File: src/rtl/regfile.sv
// 32 x WIDTH architectural register file (LEGv8). X0..X30 live in flip-flops
// behind a one-hot write decoder; X31 (XZR) has no storage and reads as zero.
// Each read port is a 32:1 mux over the stored array, with an optional
// same-cycle write-to-read forward.

module regfile_mux32 #(
  parameter int WIDTH = 64
) (
  input  logic [31:0][WIDTH-1:0] data_i,
  input  logic [4:0]             sel_i,
  output logic [WIDTH-1:0]       data_o
);

  // Plain 32:1 selection of one register word
  always_comb begin
    data_o = data_i[sel_i];
  end

endmodule

module regfile #(
  parameter int WIDTH  = 64,
  parameter bit BYPASS = 1'b1
) (
  input  logic             clk,
  input  logic             reset,
  input  logic             RegWrite,
  input  logic [4:0]       WriteRegister,
  input  logic [WIDTH-1:0] WriteData,
  input  logic [4:0]       ReadRegister1,
  input  logic [4:0]       ReadRegister2,
  output logic [WIDTH-1:0] ReadData1,
  output logic [WIDTH-1:0] ReadData2
);

  localparam logic [4:0] XZR = 5'd31;

  logic [WIDTH-1:0]       regs_q [0:30];
  logic [WIDTH-1:0]       regs_d [0:30];
  logic [30:0]            wr_en;
  logic [31:0][WIDTH-1:0] rd_bus;
  logic [WIDTH-1:0]       mux1_data;
  logic [WIDTH-1:0]       mux2_data;
  logic                   fwd1;
  logic                   fwd2;

  // One-hot write decoder; index 31 matches no slot, so XZR writes vanish
  for (genvar gi = 0; gi < 31; gi++) begin : g_dec
    assign wr_en[gi] = RegWrite && (WriteRegister == 5'(gi));
  end

  // Enable-mux in front of every register: hold unless selected
  always_comb begin
    for (int i = 0; i < 31; i++) begin
      regs_d[i] = wr_en[i] ? WriteData : regs_q[i];
    end
  end

  // Register storage, cleared immediately by reset
  always_ff @(posedge clk or posedge reset) begin
    if (reset) begin
      for (int i = 0; i < 31; i++) begin
        regs_q[i] <= '0;
      end
    end else begin
      for (int i = 0; i < 31; i++) begin
        regs_q[i] <= regs_d[i];
      end
    end
  end

  // Present the stored array plus a constant-zero XZR slot to the read muxes
  always_comb begin
    rd_bus = '0;
    for (int i = 0; i < 31; i++) begin
      rd_bus[i] = regs_q[i];
    end
  end

  regfile_mux32 #(.WIDTH(WIDTH)) u_mux1 (
    .data_i (rd_bus),
    .sel_i  (ReadRegister1),
    .data_o (mux1_data)
  );

  regfile_mux32 #(.WIDTH(WIDTH)) u_mux2 (
    .data_i (rd_bus),
    .sel_i  (ReadRegister2),
    .data_o (mux2_data)
  );

  // Forward a pending write to a matching read port; suppressed during reset
  // so both ports read zero while reset is held, and never for XZR
  always_comb begin
    fwd1 = BYPASS && !reset && RegWrite &&
           (WriteRegister == ReadRegister1) && (ReadRegister1 != XZR);
    fwd2 = BYPASS && !reset && RegWrite &&
           (WriteRegister == ReadRegister2) && (ReadRegister2 != XZR);
    ReadData1 = fwd1 ? WriteData : mux1_data;
    ReadData2 = fwd2 ? WriteData : mux2_data;
  end

endmodule
File: config.mk
export PLATFORM = sky130hd
export DESIGN_NAME = regfile
export DESIGN_NICKNAME = d
export VERILOG_FILES = /design/src/rtl/regfile.sv
export SDC_FILE = /design/constraint.sdc
export NUM_CORES = 2
export LEC_CHECK = 0
export BUFFER_PORTS_ARGS = -buffer_cell sky130_fd_sc_hd__buf_2
export CORE_MARGIN = 2
export CORE_UTILIZATION = 55
export CTS_CLUSTER_SIZE = 28
export DETAILED_ROUTE_END_ITERATION = 6
export PLACE_DENSITY_LB_ADDON = 0.25
export RECOVER_POWER = 50
export SLEW_MARGIN = 20
export SYNTH_ARGS = -nofsm -noshare
export SYNTH_HDL_FRONTEND = slang
export SYNTH_SLANG_ARGS = --single-unit
File: constraint.sdc
create_clock -name clk -period 154.6 [get_ports clk]
set_clock_uncertainty 0.1 [all_clocks]
set_input_delay 23.19 -clock clk [delete_from_list [all_inputs] [get_ports clk]]
set_output_delay 23.19 -clock clk [all_outputs]
set_load 0.05 [all_outputs]
==> flow_summary.yaml <==
outcome:
  status: "complete, but fails checks"
  violations: "max-capacitance violations, max-slew violations"
die:
  rows: 161
  fp.dieArea_mm2: 0.197
  core_area_mm2: 0.192
  chipHeight_um: 444
  io_pins: 210
  die_x_um: 444
  start_util: 0.553
timing:
  setup_violations: 0
  max_freq_mhz: 18.5
  tightest_slew_ns: 9.32
  final_hold_viol_count: 0
  tns_ns: 0
  fin_hold_ws_ns: 0.415
  slew_violations: 2244
  finalCriticalPeriod_ns: 54.16
  rsz0062_at_grt: "false"
  fin_crit_sh: 0.350
  timing.slew.headroom: -5.22
yosys:
  syn_area_mm2: 0.106
  ys_seq_elements: 1984
  yosys_warnings: 0
  yosysSeqAreaShare: 0.467
  synthSimpleGateAreaFrac: 0.0202
  synth_cell_type_count: 44
  synth_compound_area_frac: 0.0635
  synth_top_family_by_area: "multiplexers"
  synth_fa_ha_area_frac: 0
  muxShareOfSynthArea: 0.411
  synth-async-reset-ratio: 1.00
  synthXorXnorAreaFrac: 0.000659
  synth-main-ff-cell: "dfrtp_1"
  synth_nets: 7490
  synth_edf_count: 0
  syn-instance-count: 7408
  avgSynthCellArea_um2: 14.3
min_path:
  hp-class: "flip-flop to flip-flop"
  min_from: "rd_bus[1798]$_DFFE_PP0P_"
  worst_hold_path.endpoint: "rd_bus[1798]$_DFFE_PP0P_"
  min_delay_path_depth: 1
final_layout:
  nets: 7243
  syn2layout_area_growth_pct: 8.37
  n_fill_cell: 14800
  drive_above_1_share: 0.470
  largest_reg_flops: 1984
power:
  power_frac_seq: 0.451
  clock_power_share: 0.338
  p_switching_uw: 438
  ir_drop_uv: 12.4
  switching_share: 0.283
  internal_power_mw: 1.11
  p_comb_frac: 0.210
  p_leak_nw: 50.0
  power.density_mw_per_mm2: 13.4
critical_path:
  r2r_slack_ns: 153.64
  worstPathRequired_ns: 131.31
  crit_path_start_kind: "input pin"
  cp_max_fo: 128
  cp-end-kind: "output pin"
  r2r-end: "rd_bus[1891]$_DFFE_PP0P_"
  worst-setup-path-type: "input pin to output pin"
  timing.rr.start: "rd_bus[1891]$_DFFE_PP0P_"
  r2r_cells: 2
  cp_data_arrival_time_ns: 30.87
clock_tree:
  root_buffer: "clkbuf_16"
  clk_path_buf_depth: 3
  clk_pin_slew_worst_paths_ns: 0.06
  htreeDepth: 4
  clk-insertion-delay-late_ns: 0.85
  cts_resized: 0
  cts-hold-fix-buffers: 0
  cts_made_buffers: 207
  cts_tree: "yes"
  post_cts_buffers: 0
  numClockSinks: 1984
drt:
  drc: 0
  vias: 72400
  first_iter_violations: 9060
  wl_um: 355000
  postRouteAntennaNets: 0
  routed_via_density: 7.33
  routedWlPerCell_um: 36.0
  drtPass1Iterations: 5
global_route:
  grt_use_met2: 0.559
  grt_max_degree: 173
  grt-busiest-layer: "met2"
  global_route.usage.met1: 0.478
  antenna_found_initial: 26
  grt_util_met3: 0.0826
  grt-ovfl-total: 0
  first_global_vias: 73100
  grt_pass1_wl_um: 515000
  track_usage: 0.359
flow_run:
  cap_violations: 61
placement:
  gp_congestion: 0.815
  portBuffers: 209
  dp_hpwl_um: 188000
-- worst max-delay path, cell delays in order --
cell and delay (ns):
buf_2 0.08, clkinvlp_2 3.52, nand2_1 1.83, nor4_4 0.13, buf_12 0.38, o31ai_1 1.15
buf_2 0.43
-- kinds of logic after synthesis --
logic type / count (synthesis)
compound gates: 995
xor+xnor: 8
buf+inv: 849
flops: 1984
mux: 3117
simple gates: 455
-- how the worst max path moves through the flow --
stage,to,cells past startpoint,from
floorplan,ReadData1[43],6,reset
global placement,ReadData2[50],11,ReadRegister2[0]
detailed placement,ReadData2[50],11,ReadRegister2[0]
CTS,ReadData2[50],11,ReadRegister2[0]
global route,ReadData2[38],7,reset
finish,ReadData2[38],7,reset
-- power groups by stage --
stage | sequential [mW] | combinational (mW) | clock, mW
after floorplan | 0.682 | 0.263 | 0
after global placement | 0.693 | 0.315 | 0
after detailed placement | 0.702 | 0.323 | 0
after CTS | 0.693 | 0.325 | 0.528
after global routing | 0.709 | 0.345 | 0.551
final | 0.698 | 0.326 | 0.524
-- per-stage QoR --
step	std cells	total power [mW]	setup slack (ns)	utilization	area [um2]
floorplan	7408	0.945	61.44	-	106000
global placement	9478	1.01	102.59	0.564	108000
detailed placement	9478	1.03	102.57	0.564	108000
CTS	9858	1.55	102.56	0.601	116000
global route	9865	1.61	99.52	0.599	115000
finish	9875	1.55	100.44	0.599	115000
-- final cells by class --
class	instances	area, um2	area share
antenna	17	42.5	0.000369
sequential	1984	49600	0.431
tap	2526	3160	0.0274
clock inverter	71	931	0.00808
inverter	26	98.8	0.000858
multi-input combinational	4575	52800	0.459
clock buffer	309	6200	0.0538
timing repair buffer	367	2270	0.0197
-- synthesized netlist by cell type, drive strengths merged (90+ instances only) --
| master | number | share of area |
|---|---|---|
| mux2i | 354 | 0.033 |
| nor2 | 145 | 0.0054 |
| a211oi | 103 | 0.0073 |
| clkbuf | 330 | 0.012 |
| mux2 | 1959 | 0.21 |
| o22ai | 215 | 0.013 |
| a22oi | 90 | 0.0064 |
| dfrtp | 1984 | 0.47 |
| a22o | 127 | 0.010 |
| mux4 | 804 | 0.17 |
| a21oi | 130 | 0.0061 |
| buf | 493 | 0.025 |
| o21ai | 113 | 0.0053 |
| nand2 | 149 | 0.0053 |
-- cells in the final DEF (no fill, tap or decap), types with 6 or more instances in the layout --
cell and instances:
mux2_1 21, nor2_1 138, mux4_2 804, a21oi_1 130, nor2_4 7, nand2_1 144
mux2i_1 354, o221ai_1 25, a22oi_1 90, o31ai_1 64, mux2_2 1938, a31oi_1 63
bufinv_16 19, buf_2 199, clkbuf_1 84, a21boi_0 25, nand2b_1 66, a211oi_1 103
clkbuf_16 211, buf_12 8, o2bb2ai_1 39, xnor2_1 6, o21ai_0 113, a22o_1 127
clkbuf_8 56, o22ai_1 215, inv_1 25, nand3_1 47, nor2b_4 8, clkinv_2 39
diode_2 17, dfrtp_1 1984, buf_4 108
-- metal layers --
layer,wire [um],up-vias
li1,-,28100
met1,134000,38700
met2,167000,4438
met3,34700,1095
met4,19500,18
met5,117,-
(Power assumes the default switching activity.)
